--- src/rtl/fcf_pkg.sv ---
// Shared constants and receiver state type for the Fast Cluster Finder deserializer.
package fcf_pkg;
    localparam int FCF_WORD_BITS = 32;
    localparam int FCF_LANE_BITS = 16;

    typedef enum logic [1:0] {
        RESYNC,
        IDLE,
        SHIFT,
        STOP
    } fcf_rx_state_t;
endpackage

--- src/rtl/fcf_rx_fifo.sv ---
// Synchronous FIFO, no read bypass; pop while empty and push while full (no pop) are ignored.
module fcf_rx_fifo #(
    parameter int WIDTH = 32,
    parameter int DEPTH = 4
) (
    input  logic                     clk,
    input  logic                     rst_n,
    input  logic                     push,
    input  logic                     pop,
    input  logic [WIDTH-1:0]         wdata,
    output logic [WIDTH-1:0]         rdata,
    output logic                     full,
    output logic                     empty,
    output logic [$clog2(DEPTH):0]   level
);
    localparam int AW = $clog2(DEPTH);
    localparam logic [AW:0] FULL_LVL = (AW+1)'(DEPTH);

    logic [DEPTH-1:0][WIDTH-1:0] mem_q;
    logic [AW-1:0]               wptr_q, rptr_q;
    logic [AW:0]                 level_q;
    logic                        do_push, do_pop;

    assign empty   = (level_q == '0);
    assign full    = (level_q == FULL_LVL);
    assign do_pop  = pop && !empty;
    // A pop in the same cycle frees the slot the push needs.
    assign do_push = push && (!full || do_pop);
    assign rdata   = mem_q[rptr_q];
    assign level   = level_q;

    always_ff @(posedge clk or negedge rst_n) begin
        if (!rst_n) begin
            mem_q   <= '0;
            wptr_q  <= '0;
            rptr_q  <= '0;
            level_q <= '0;
        end else begin
            if (do_push) begin
                mem_q[wptr_q] <= wdata;
                wptr_q        <= wptr_q + 1'b1;
            end
            if (do_pop)
                rptr_q <= rptr_q + 1'b1;
            level_q <= level_q + {{AW{1'b0}}, do_push} - {{AW{1'b0}}, do_pop};
        end
    end
endmodule

--- src/rtl/fcf_deserializer.sv ---
// Two-lane FCF frame receiver: framing check, word assembly, output FIFO.
// Define FCF_DESER_STATS_EN to add clear_stats/frame_count/err_count.
module fcf_deserializer
    import fcf_pkg::*;
#(
    parameter int LANE_BITS  = FCF_LANE_BITS,
    parameter int FIFO_DEPTH = 4
) (
    input  logic                         fs_clk,
    input  logic                         reset_n,
    input  logic                         data_in1,
    input  logic                         data_in2,
    output logic [FCF_WORD_BITS-1:0]     word_out,
    output logic                         word_valid,
    input  logic                         word_ready,
    output logic                         frame_err,
    output logic                         overflow,
    output logic [$clog2(FIFO_DEPTH):0]  fifo_level
`ifdef FCF_DESER_STATS_EN
    ,
    input  logic                         clear_stats,
    output logic [15:0]                  frame_count,
    output logic [15:0]                  err_count
`endif
);
    localparam int CW = $clog2(LANE_BITS);
    localparam logic [CW-1:0] LAST_BIT = CW'(LANE_BITS - 1);

    logic                 in_q1, in_q2;
    fcf_rx_state_t        state_q;
    logic                 seen_q;
    logic [CW-1:0]        cnt_q;
    logic [LANE_BITS-1:0] sr1_q, sr2_q;
    logic                 frame_err_q, overflow_q;
    logic                 push_d, lane_err_d, overflow_d, fifo_full, fifo_empty;

    // Word is written on the same edge the STOP state sees a clean stop bit.
    assign push_d     = (state_q == STOP) && !in_q1 && !in_q2;
    assign lane_err_d = ((state_q == IDLE) && (in_q1 ^ in_q2)) ||
                        ((state_q == STOP) && (in_q1 || in_q2));
    assign overflow_d = push_d && fifo_full && !(word_valid && word_ready);

    always_ff @(posedge fs_clk or negedge reset_n) begin
        if (!reset_n) begin
            in_q1 <= 1'b0;
            in_q2 <= 1'b0;
        end else begin
            in_q1 <= data_in1;
            in_q2 <= data_in2;
        end
    end

    always_ff @(posedge fs_clk or negedge reset_n) begin
        if (!reset_n) begin
            state_q     <= RESYNC;
            seen_q      <= 1'b0;
            cnt_q       <= '0;
            sr1_q       <= '0;
            sr2_q       <= '0;
            frame_err_q <= 1'b0;
            overflow_q  <= 1'b0;
        end else begin
            frame_err_q <= lane_err_d;
            overflow_q  <= overflow_d;
            case (state_q)
                RESYNC: begin
                    if (!in_q1 && !in_q2) begin
                        seen_q <= !seen_q;
                        if (seen_q)
                            state_q <= IDLE;
                    end else begin
                        seen_q <= 1'b0;
                    end
                end
                IDLE: begin
                    if (in_q1 && in_q2) begin
                        state_q <= SHIFT;
                        cnt_q   <= '0;
                    end else if (lane_err_d) begin
                        state_q <= RESYNC;
                    end
                end
                SHIFT: begin
                    sr1_q <= {sr1_q[LANE_BITS-2:0], in_q1};
                    sr2_q <= {sr2_q[LANE_BITS-2:0], in_q2};
                    if (cnt_q == LAST_BIT)
                        state_q <= STOP;
                    else
                        cnt_q <= cnt_q + 1'b1;
                end
                STOP:    state_q <= lane_err_d ? RESYNC : IDLE;
                default: state_q <= RESYNC;
            endcase
        end
    end

    fcf_rx_fifo #(
        .WIDTH (FCF_WORD_BITS),
        .DEPTH (FIFO_DEPTH)
    ) u_fifo (
        .clk   (fs_clk),
        .rst_n (reset_n),
        .push  (push_d),
        .pop   (word_ready),
        .wdata ({sr1_q, sr2_q}),
        .rdata (word_out),
        .full  (fifo_full),
        .empty (fifo_empty),
        .level (fifo_level)
    );

    assign word_valid = !fifo_empty;
    assign frame_err  = frame_err_q;
    assign overflow   = overflow_q;

`ifdef FCF_DESER_STATS_EN
    logic [15:0] frame_cnt_q, err_cnt_q;

    // Dropped-on-overflow words still count as good frames.
    always_ff @(posedge fs_clk or negedge reset_n) begin
        if (!reset_n) begin
            frame_cnt_q <= '0;
            err_cnt_q   <= '0;
        end else if (clear_stats) begin
            frame_cnt_q <= '0;
            err_cnt_q   <= '0;
        end else begin
            if (push_d && frame_cnt_q != 16'hFFFF)
                frame_cnt_q <= frame_cnt_q + 16'd1;
            if (lane_err_d && err_cnt_q != 16'hFFFF)
                err_cnt_q <= err_cnt_q + 16'd1;
        end
    end

    assign frame_count = frame_cnt_q;
    assign err_count   = err_cnt_q;
`endif
endmodule

--- config.mk ---
export PLATFORM = sky130hd
export DESIGN_NAME = fcf_deserializer
export DESIGN_NICKNAME = d
export VERILOG_FILES = /design/src/rtl/fcf_pkg.sv /design/src/rtl/fcf_rx_fifo.sv /design/src/rtl/fcf_deserializer.sv
export SDC_FILE = /design/constraint.sdc
export NUM_CORES = 1
export LEC_CHECK = 0
export BUFFER_PORTS_ARGS = -buffer_cell sky130_fd_sc_hd__buf_2
export CORE_MARGIN = 5
export CORE_UTILIZATION = 55
export DETAILED_ROUTE_END_ITERATION = 6
export GPL_ROUTABILITY_DRIVEN = 0
export PLACE_DENSITY = 0.73
export SLEW_MARGIN = 5
export SYNTH_ARGS = -nofsm -noshare
export SYNTH_HDL_FRONTEND = slang
export SYNTH_SLANG_ARGS = --single-unit
--- constraint.sdc ---
create_clock -name fs_clk -period 5.5 [get_ports fs_clk]
set_input_delay 0.55 -clock fs_clk [delete_from_list [all_inputs] [get_ports fs_clk]]
set_output_delay 0.55 -clock fs_clk [all_outputs]
set_load 0.05 [all_outputs]
After elaboration in Yosys (flattened, before gate mapping)

Cells that the tools add are included.

$lt $le $gt $ge: 3
Multiplexer cells: 16
Reductions and logical operators: 25
Equal/unequal tests: 11
Add/subtract/negate cells: 5
Bitwise gates (word level): 1

Operators with widths:

| operator                                                                      | number |
|---|---|
| 128-bit bitwise mux                                                           | 1 |
| 32-bit binary-select mux with 2-bit select                                    | 1 |
| 32-bit demux with 2-bit select                                                | 1 |
| 32-bit 2-to-1 mux                                                             | 2 |
| 1-bit logical AND                                                             | 11 |
| 2-bit 2-to-1 mux                                                              | 5 |
| 4-bit 2-to-1 mux                                                              | 2 |
| 2-bit inequality test (second input constant)                                 | 4 |
| 2-bit case mux with 4 select lines                                            | 1 |
| 4-bit case mux with 2 select lines                                            | 1 |
| 1-bit zero test                                                               | 6 |
| 2-bit by 3-bit less-than comparator with 1-bit output (second input constant) | 2 |
| 2-bit by 1-bit adder with 2-bit output (second input constant)                | 2 |
| 4-bit by 1-bit adder with 4-bit output (second input constant)                | 1 |
| 2-bit equality test (second input constant)                                   | 2 |
| 4-bit equality test (second input constant)                                   | 1 |
| 4-bit AND reduction                                                           | 1 |
| 3-bit by 1-bit adder with 3-bit output                                        | 1 |
| 3-bit equality test (second input constant)                                   | 1 |
| 3-bit zero test                                                               | 1 |
| 1-bit logical OR                                                              | 3 |
| 3-bit by 2-bit inequality test with 1-bit output (second input constant)      | 1 |
| 3-bit AND reduction                                                           | 1 |
| 3-bit by 1-bit subtractor with 3-bit output                                   | 1 |
| other kinds (7)                                                               | 8 |

Register bits: 178
Input bits: 5
Word-level logic and storage cells: 77
Output and inout bits: 38

Depth between registers and ports, before layout

Gate-level depths: netlist of the first run.

Depth after elaboration: 7
Mapped depth: 8
Gate-level depth less buffers: 8

Cells and area by module

From an unflattened synthesis of the first run, not the netlist that was laid out.

Cell total of the unflattened synthesis: 478
Area, all modules: 7,790.0 um2

Modules (own cells, without submodules):

| module           | times used | area an instance (um2) | seq. area each (um2) | cells each |
|---|---|---|---|---|
| fcf_rx_fifo      | 1          | 5,964.5                | 3,378.2              | 347 |
| fcf_deserializer | 1          | 1,825.5                | 1,076.0              | 131 |

Worst setup path after synthesis of the first run

No wires, ideal clock.

Path type: reg2reg
Start: register u_fifo.level_q[0], in the netlist u_fifo.level[0]
End: register u_fifo.level_q[2], in the netlist u_fifo.level[2]
Cell stages (with the launch flop): 9
Period minus slack after synthesis: 2.787 ns
Setup slack: 2.713 ns
Data required time: 5.376 ns
Arrival: 2.663 ns
Cells stage by stage: dfrtp_1 > or3_1 > and2_1 > ha_1 > inv_1 > ha_1 > fa_1 > xnor2_1 > xnor2_1

Cells in the longest elaborated chain, start to end: 7
Elaborated cells on any way between the ends: 9

Ends and longest elaborated chain:

| what                                            | line                   | RTL |
|---|---|---|
| start, declared                                 | fcf_rx_fifo.sv:21      | `logic [AW:0] level_q;` |
| start signal, assigned                          | fcf_rx_fifo.sv:45      | `level_q <= level_q + {{AW{1'b0}}, do_push} - {{AW{1'b0}}, do_pop};` |
| 3-bit zero test (*)                             | fcf_rx_fifo.sv:24      | `assign empty = (level_q == '0);` |
| 1-bit zero test (*)                             | --                     |  |
| net word_valid                                  | fcf_deserializer.sv:14 | `output logic word_valid,` |
| 1-bit logical AND (*)                           | fcf_rx_fifo.sv:26      | `assign do_pop = pop && !empty;` |
| net u_fifo.do_pop                               | fcf_rx_fifo.sv:22      | `logic do_push, do_pop;` |
| 1-bit logical OR                                | fcf_rx_fifo.sv:28      | `assign do_push = push && (!full \|\| do_pop);` |
| 1-bit logical AND                               | fcf_rx_fifo.sv:28      |  |
| 3-bit by 1-bit adder with 3-bit output          | fcf_rx_fifo.sv:45      |  |
| 3-bit by 1-bit subtractor with 3-bit output (*) | fcf_rx_fifo.sv:45      |  |

The timed path passes the listed nets; every way through them passes the cells marked *.
A chain may end at the register's enable or synchronous reset.

Worst setup path after layout of the first run

Start: register u_fifo.rptr_q[0]
End: output word_out[1]

Cells in the longest elaborated chain, start to end: 2

Ends and longest elaborated chain:

| what                                       | line                   | RTL |
|---|---|---|
| start, declared                            | fcf_rx_fifo.sv:20      | `logic [AW-1:0] wptr_q, rptr_q;` |
| start signal, assigned                     | fcf_rx_fifo.sv:44      | `rptr_q <= rptr_q + 1'b1;` |
| 32-bit binary-select mux with 2-bit select | fcf_rx_fifo.sv:29      | `assign rdata = mem_q[rptr_q];` |
| 32-bit 2-to-1 mux (implied by the code)    | fcf_rx_fifo.sv:29      |  |
| end, declared                              | fcf_deserializer.sv:13 | `output logic [FCF_WORD_BITS-1:0] word_out,` |

No other way between the ends. The select of a mux whose other input is x is not followed.

==> results of run 1 <==
## area by class of cell
type,instances,area (sq um)
fill,1018,5220
inverter,11,41.3
timing repair buffer,46,246
tap,180,225
sequential,178,4460
clock inverter,9,105
multi-input combinational,255,3150
clock buffer,23,488
## per-stage QoR
stage / hold WS, ps / area [sq um] / total power (uW)
6_report: 229 / 8710 / 3240
5_1_grt: 205 / 8710 / 3390
4_1_cts: 208 / 8710 / 3280
3_5_place_dp: 488 / 8120 / 2080
3_3_place_gp: 482 / 8120 / 2050
2_1_floorplan: 254 / 7830 / 1920
## critical path, delay by kind of cell, from the launching register on
| kind | cells | cell delay (ps) |
|---|---|---|
| flops | 1 | 740 |
| buf+inv | 2 | 710 |
| mux | 1 | 590 |
## cells in the final DEF (no fill, tap or decap), types with 3 or more instances in the layout
cell type   Yosys  layout
clkbuf_16       0      17
clkinv_2        0       3
mux2_2        139     139
nand2_1         8       8
xor2_1          3       3
clkinvlp_4      0       4
mux2_4         21      21
buf_2           3      41
inv_1          11      11
buf_4           0       4
clkbuf_8        0       4
nand2_4         4       4
ha_1           13      13
mux4_2         32      32
xnor2_1         4       4
nor2_1          3       3
nand3_1         5       5
dfrtp_1       178     177
## worst max path at each step
stage	start	to	slack, ps	depth (start not counted)
after CTS	u_fifo.rptr_q[0]	word_out[1]	2400	3
after global routing	u_fifo.rptr_q[0]	word_out[1]	2260	3
after floorplan	u_fifo.level[0]	u_fifo.level[2]	2710	8
after global placement	u_fifo.rptr_q[0]	word_out[1]	2870	3
after detailed placement	u_fifo.rptr_q[0]	word_out[1]	2880	3
final	u_fifo.rptr_q[0]	word_out[1]	2470	3
## power breakdown
part           total, uW  internal, uW  switching, uW  leakage, uW
combinational        562           237            324      0.00179
clock               1200           715            483     0.000281
sequential          1480          1370            111      0.00246
total               3240          2320            919      0.00452
## synth_stat cells (2+ instances only)
| master | n | area share [%] |
|---|---|---|
| dfrtp_1 | 178 | 57 |
| mux2_2 | 139 | 20 |
| mux4_2 | 32 | 9.2 |
| mux2_4 | 21 | 4.0 |
| ha_1 | 13 | 2.1 |
| buf_6 | 12 | 1.7 |
| inv_1 | 11 | 0.53 |
| nand2_1 | 8 | 0.38 |
| clkbuf_1 | 7 | 0.34 |
| nand3_1 | 5 | 0.32 |
| nand2_4 | 4 | 0.58 |
| xnor2_1 | 4 | 0.45 |
| buf_2 | 3 | 0.19 |
| nor2_1 | 3 | 0.14 |
| xor2_1 | 3 | 0.34 |
| a22o_1 | 2 | 0.22 |
| and3_1 | 2 | 0.16 |
| buf_1 | 2 | 0.096 |
| mux2i_1 | 2 | 0.26 |
| nand2b_1 | 2 | 0.16 |
| nand4_1 | 2 | 0.16 |
| nor2b_1 | 2 | 0.16 |
| nor4b_4 | 2 | 0.61 |
## kinds of logic (layout without fill, tap and decap cells)
family                   Yosys count  after routing
adder cells (fa/ha/maj)           14             14
flip-flops                       178            178
XOR/XNOR                           7              7
buffers and inverters             35             89
multiplexers                     194            194
AND/OR/NAND/NOR                   34             34
AO/OA/AOI/OAI                      6              6
## state kept, by name, summed over array words and instances, names as in the netlist, 2 cells and up, named ones only
register / flops
u_fifo.level: 3
u_fifo.wptr_q: 2
u_fifo.rptr_q: 2
u_fifo.mem_q: 128
sr2_q: 16
cnt_q: 4
sr1_q: 16
## layer usage
layer	routed length, um	vias to the layer above
met1	6090	2205
met5	0	-
met3	497	18
li1	-	1786
met4	215	0
met2	7110	57
==> results_dict.tcl, run 1 <==
set metrics [dict create \
    status "completed" \
    antenna_found_initial 0 \
    cp.required_ps 4950 \
    slowest_delay_ps 740 \
    cts_inserted_buffers 17 \
    syn_nets 487 \
    finalSetupTns_ps 0 \
    power.leakage_uw 0.00452 \
    period_minus_slack_ps 3030 \
    finalMaxSlewViolations 0 \
    cts_hold_buf 0 \
    slew_headroom_pct 28.0 \
    postRouteAntennaNets 0 \
    clkTransAtPathRegs_ps 60 \
    die_area_sq_um 16700 \
    setup_violations 0 \
    min_period_over_period_pct 55.1 \
    diodes 0 \
    hold_viol_final 0 \
    post-place-ws_ps 2880 \
    synthAdderAreaFrac_pct 2.33 \
    io_buffers 42 \
    overflow 0 \
    worst_slew_pin_slew_ps 1080 \
    synthXorXnorAreaFrac_pct 0.783 \
    cts_tree "yes" \
    whs_endpoint "in_q2" \
    fin_cells 702 \
    ys_seq_elements 178 \
    max_cap_viol_count 0 \
    cts_resized 0 \
    fin_util_pct 62.5 \
    syn-cell-area_sq_um 7830 \
    syn_inst 468 \
    startpoint_type "register" \
    critPathCaptureType "output port" \
    grt_util_met3_pct 5.48 \
    via_per_inst 5.79 \
    totalWireLength_um 13900 \
    grt_pass1_vias 4530 \
    dp.cells 670 \
    r2r_start "state_q[0]" \
    max_freq_mhz 330 \
    async_flop_share_pct 100 \
    ys_seq_area_share_pct 56.9 \
    die_w_um 129 \
    coreArea_sq_um 13900 \
    cpMaxStageDelayCell "dfrtp_2" \
    cts.sinks 178 \
    vias 4066 \
    std_cell_rows 43 \
    r2r_slack_ps 3040 \
    synth_mux_area_share_pct 33.5 \
    synth_compound_area_share_pct 0.623 \
    fin_skew_ps 5.76 \
    regToRegEndpoint "u_fifo.mem_q[91]" \
    worstPathMaxFanout 18 \
    peakVddDrop_mv 0.285 \
    cts-htree-levels 4 \
    grt_pass1_wl_um 23800 \
    worstPathArrival_ps 2480 \
    whs_path_depth 1 \
    drc 0 \
    clk_latency_ps 430 \
    post_cts_buffers 0 \
    grt_max_degree 121 \
    setup_ws_ps 2470 \
    cts_root_buf "clkbuf_16" \
    yosys_most_used_dff "dfrtp_1" \
    synth_top_family_by_area "multiplexers" \
    use_met1_pct 24.2 \
    nets 528 \
    drive_gt1_share_pct 52.7 \
    hold_path_class "in2reg" \
    dp_hpwl_um 8370 \
    rsz0062_at_grt "false" \
    first_pass_iters 4 \
    yosys_warnings 0 \
    path_cells "buf_4, mux4_2, buf_2" \
    area_growth_pct 11.3 \
    grt.busiest_layer "met2" \
    drtIter0Drc 213 \
    power.density_nw_per_um2 372 \
    synthDistinctLibCells 32 \
    chipHeight_um 129 \
    use_met2_pct 30.3 \
    ios 43 \
    syn_avg_cell_area_sq_um 16.7 \
    synth-edff-count 0 \
    crit_type "reg2out" \
    wl_per_cell_um 19.8 \
    start_util_pct 56.2 \
    min_from "data_in2" \
    ff2ff_path_depth 4 \
    yosys.area_share.simple_pct 3.04 \
    cts_buffer_depth 2 \
    grt_use_total_pct 18.6 \
]
Note: power is estimated with default switching activity, not from simulation.
==> inputs of run 2 (changes only) <==
Clock period 5.5 ns to 2.9 ns, I/O delays scaled along.
==> results_dict.tcl, run 2 (synthesized netlist as in run 1, its figures left out) <==
set metrics [dict create \
    top_regs "u_fifo.mem_q (128), sr1_q (16), sr2_q (16)" \
    finalSetupTns_ps 0 \
    fin_cells 709 \
    max_cap_viol_count 0 \
    clk_latency_ps 430 \
    final_common_cell "dfrtp_1" \
    via_per_inst 5.73 \
    grt_pass1_vias 4543 \
    max_freq_mhz 407 \
    worstPathArrival_ps 2170 \
    whs_endpoint "overflow" \
    drive_gt1_share_pct 53.1 \
    hold_ws_ps 264 \
    fill_cells 1004 \
    power.leakage_uw 0.00458 \
    status "completed" \
    slew_headroom_pct 59.4 \
    cp.required_ps 2610 \
    chipHeight_um 129 \
    first_pass_iters 4 \
    hold_viol_final 0 \
    min_from "word_ready" \
    cts_resized 0 \
    clkTransAtPathRegs_ps 60 \
    postRouteAntennaNets 0 \
    worstPathMaxFanout 25 \
    cts_hold_buf 3 \
    r2r_start "u_fifo.level[0]" \
    largest_register_ffs 128 \
    hold_path_class "in2reg" \
    drc 0 \
    diodes 0 \
    setup_violations 0 \
    die_w_um 129 \
    totalWireLength_um 14300 \
    post_cts_buffers 0 \
    fin_skew_ps 6.00 \
    peakVddDrop_mv 0.614 \
    cts_buffer_depth 2 \
    finalPower_uw 6290 \
    std_cell_rows 43 \
    min_period_over_period_pct 84.7 \
    drtIter0Drc 240 \
    crit_type "reg2out" \
    cts_inserted_buffers 17 \
    ff2ff_path_depth 8 \
    wl_per_cell_um 20.1 \
    finalMaxSlewViolations 0 \
    cts.sinks 178 \
    cts_root_buf "clkbuf_16" \
    ios 43 \
    io_buffers 42 \
    final_cell_mix "dfrtp_1, mux2_2, buf_2" \
    cts-htree-levels 4 \
    antenna_found_initial 0 \
    regToRegEndpoint "u_fifo.level[2]" \
    vias 4060 \
    worst_slew_pin_slew_ps 609 \
    grt_max_degree 66 \
    dp.cells 674 \
    dp_hpwl_um 8410 \
    overflow 0 \
    nets 535 \
    start_util_pct 56.2 \
    dpl_cell_area_sq_um 8180 \
    coreArea_sq_um 13900 \
    grt_pass1_wl_um 24200 \
    critPathCaptureType "output port" \
    whs_path_depth 3 \
    regMostFlops "u_fifo.mem_q" \
    startpoint_type "register" \
    area_growth_pct 12.6 \
    rsz0062_at_grt "false" \
    fin_area_sq_um 8820 \
    power.density_nw_per_um2 713 \
    period_minus_slack_ps 2460 \
    r2r_slack_ps 610 \
    grt_use_total_pct 18.9 \
    die_area_sq_um 16700 \
    cts_tree "yes" \
]
-- run 2: cell count changes in the layout (fill, tap and decap cells not counted), sizes merged --
| cell | previous run | this run |
|---|---|---|
| buf | 46 | 50 |
| clkbuf | 23 | 19 |
| clkinv | 3 | 6 |
| dlygate4sd3 | 0 | 3 |
| bufinv | 2 | 3 |
| clkinvlp | 4 | 3 |
| inv | 11 | 12 |
-- run 2: how the worst max path moves through the flow --
stage                           startpoint              end  slack, ps
after CTS                 u_fifo.rptr_q[0]      word_out[1]        390
after global placement     u_fifo.level[0]  u_fifo.level[2]        680
final                     u_fifo.rptr_q[0]     word_out[16]        440
after floorplan            u_fifo.level[0]  u_fifo.level[2]        110
after detailed placement   u_fifo.level[0]  u_fifo.level[2]        590
after global routing      u_fifo.rptr_q[0]      word_out[1]        310
-- run 2: cell type report --
class	count	area [sq um]	area share (%)
flip-flops and latches	178	4460	50.5
inverters	11	41.3	0.468
multi-input cells	255	3150	35.7
clock inverters	13	159	1.80
well taps	180	225	2.55
repair buffers	53	332	3.76
clock buffers	19	453	5.14
-- run 2: report_power, final --
part | switching (uW) | total [uW] | internal (uW) | leakage, uW
registers | 165 | 2760 | 2590 | 0.00246
clock network | 957 | 2360 | 1400 | 0.000295
logic | 683 | 1170 | 488 | 0.00183
total | 1800 | 6290 | 4480 | 0.00458
-- run 2: metrics by stage --
step / util, % / setup slack (ps)
finish: 63.3 / 443
global route: 63.3 / 310
CTS: 63.3 / 387
detailed placement: 58.7 / 587
global placement: 58.7 / 681
floorplan: - / 113
-- run 2: metal layers --
metal	share of wire, %	global-route usage [%]
met1	45	25.7
met2	50	30.2
met3	3.0	4.25
met4	1.8	7.04
met5	0	0
-- run 2: worst max-delay path, stage by stage (launching register included) --
cell and delay [ps]:
dfrtp_2 610, buf_12 300, mux4_2 580, buf_2 240
==> inputs of run 3 (changes only) <==
Settings changed: ABC_AREA set to 1.
Clock period 2.9 ns to 2.3 ns, I/O delays scaled along.
==> results_dict.tcl, run 3 <==
set metrics [dict create \
    max_freq_mhz 457 \
    slew_headroom_pct 56.6 \
    cp.required_ps 2070 \
    worstPathMaxFanout 28 \
    rsz0062_at_grt "false" \
    top_regs "u_fifo.mem_q (128), sr1_q (16), sr2_q (16)" \
    synth.most_common_cell "nand2_1" \
    power.leakage_uw 0.00482 \
    final_cell_mix "nand2_1, dfrtp_1, o21ai_0" \
    nets 1017 \
    r2r_slack_ps 240 \
    cts_buffer_depth 2 \
    cts.sinks 178 \
    ios 43 \
    hold_path_class "in2reg" \
    area_growth_pct 11.4 \
    max_cap_viol_count 0 \
    setup_violations 0 \
    io_buffers 42 \
    fin_cells 1194 \
    netlist_top_cells_count "nand2_1, dfrtp_1, o21ai_0, o21ai_1, nor2_1" \
    grt_pass1_wl_um 34000 \
    startpoint_type "register" \
    synth-edff-count 0 \
    grt_max_degree 134 \
    clkTransAtPathRegs_ps 60 \
    power.density_nw_per_um2 1230 \
    ys_seq_area_share_pct 54.5 \
    ys_seq_elements 178 \
    totalWireLength_um 19900 \
    die_w_um 132 \
    start_util_pct 56.2 \
    crit_type "reg2out" \
    min_from "word_ready" \
    overflow 0 \
    yosys_warnings 0 \
    largest_register_ffs 128 \
    status "completed" \
    drc 0 \
    crit_path_start "u_fifo.rptr_q[0]" \
    grt_use_total_pct 24.0 \
    async_flop_share_pct 100 \
    ys_top_cells_by_area "dfrtp_1, nand2_1, o21ai_0" \
    finalPower_uw 11200 \
    std_cell_rows 44 \
    peakVddDrop_mv 0.695 \
    drive_gt1_share_pct 11.6 \
    drtIter0Drc 628 \
    synthDistinctLibCells 31 \
    finalSetupTns_ps 0 \
    via_per_inst 5.54 \
    vias 6612 \
    yosys_most_used_dff "dfrtp_1" \
    chipHeight_um 132 \
    yosysTopAreaCell "dfrtp_1" \
    die_area_sq_um 17400 \
    regArea_sq_um 4460 \
    regMostFlops "u_fifo.mem_q" \
    r2r_start "state_q[0]" \
    worstPathArrival_ps 1960 \
    period_minus_slack_ps 2190 \
    cts_tree "yes" \
    clk_latency_ps 430 \
    cts_root_buf "clkbuf_16" \
    first_pass_iters 5 \
    antenna_found_initial 0 \
    critPathCaptureType "output port" \
    worst_slew_pin_slew_ps 651 \
    hold_viol_final 0 \
    syn_nets 989 \
    dp_hpwl_um 11700 \
    multi_input_area_sq_um 3210 \
    grt_pass1_vias 6593 \
    final_common_cell "nand2_1" \
    syn_avg_cell_area_sq_um 8.43 \
    dp.cells 1160 \
    cts_inserted_buffers 17 \
    finalMaxSlewViolations 0 \
    post_cts_buffers 0 \
    fin_skew_ps 6.56 \
    synth_top_area_share_pct 54.5 \
    min_period_over_period_pct 95.1 \
    syn-cell-area_sq_um 8170 \
    diodes 0 \
    coreArea_sq_um 14500 \
    fill_cells 1267 \
    wl_per_cell_um 16.7 \
    cts-htree-levels 4 \
    syn_inst 970 \
    postRouteAntennaNets 0 \
]
run 3: cell count changes after synthesis, sizes merged, moves of 3 or more:
| cell | delta |
|---|---|
| xnor2 | -3 |
| mux2 | -160 |
| clkbuf | +20 |
| nand2 | +302 |
| o22ai | +32 |
| o21ai | +229 |
| inv | +30 |
| buf | +20 |
| mux4 | -32 |
| nand3 | +5 |
| nor2 | +71 |
run 3: kinds of logic (layout without fill, tap and decap cells):
| logic type | Yosys count | count (layout) | synth area share (%) |
|---|---|---|---|
| compound gates | 264 | 264 | 16.9 |
| xor+xnor | 5 | 5 | 0.628 |
| fa+ha+maj | 14 | 14 | 2.23 |
| buf+inv | 106 | 146 | 6.29 |
| flops | 178 | 178 | 54.5 |
| simple gates | 403 | 403 | 19.4 |
run 3: metrics by stage:
stage          hold WS, ps  setup WS [ps]  area, sq um  util (%)
6_report               197            113         9110      62.7
4_1_cts                163           22.9         9090      62.6
3_5_place_dp           200            265         8510      58.6
2_1_floorplan        -65.6           3.39         8170         -
3_3_place_gp           202            313         8510      58.6
5_1_grt                224           8.63         9110      62.7
run 3: repair_timing:
action                                  4_1_cts  5_1_grt
hold buffers                                  3        0
gates resized for setup                       0        3
endpoints found under the setup margin        0        3
endpoints found under the hold margin        48        0
run 3: critical path, cell delays in order (launching register included):
cell and delay (ps):
dfrtp_2 440, clkinv_1 90, buf_4 320, o21ai_0 120, o22ai_1 220, buf_2 330
run 3: worst paths after layout:
kind                                    end  cells after the start
max                             word_out[0]                      5
min                                overflow                      4
max reg2reg                 u_fifo.level[2]                      9
min reg2reg                u_fifo.mem_q[41]                      2
max in group asynchronous  u_fifo.mem_q[57]                      3
min in group asynchronous          sr2_q[7]                      2
run 3: cell type report:
cell class,instances,share of cell area [%]
Multi-Input combinational cell,686,35.2
Timing Repair Buffer,73,5.51
Inverter,42,1.77
Clock buffer,26,5.48
Tap cell,184,2.53
Clock inverter,5,0.577
Sequential cell,178,48.9
run 3: report_power, final:
group	switching (uW)	internal [uW]
Sequential	277	3360
Clock	1140	1600
Combinational	3710	1140
Total	5130	6100
run 3: routing by layer:
layer	routed length, um	track usage, %	vias to the layer above
li1	-	-	3225
met1	8890	34.2	3141
met2	9440	37.3	217
met3	1280	4.47	29
met4	296	8.40	0
met5	0	0	-
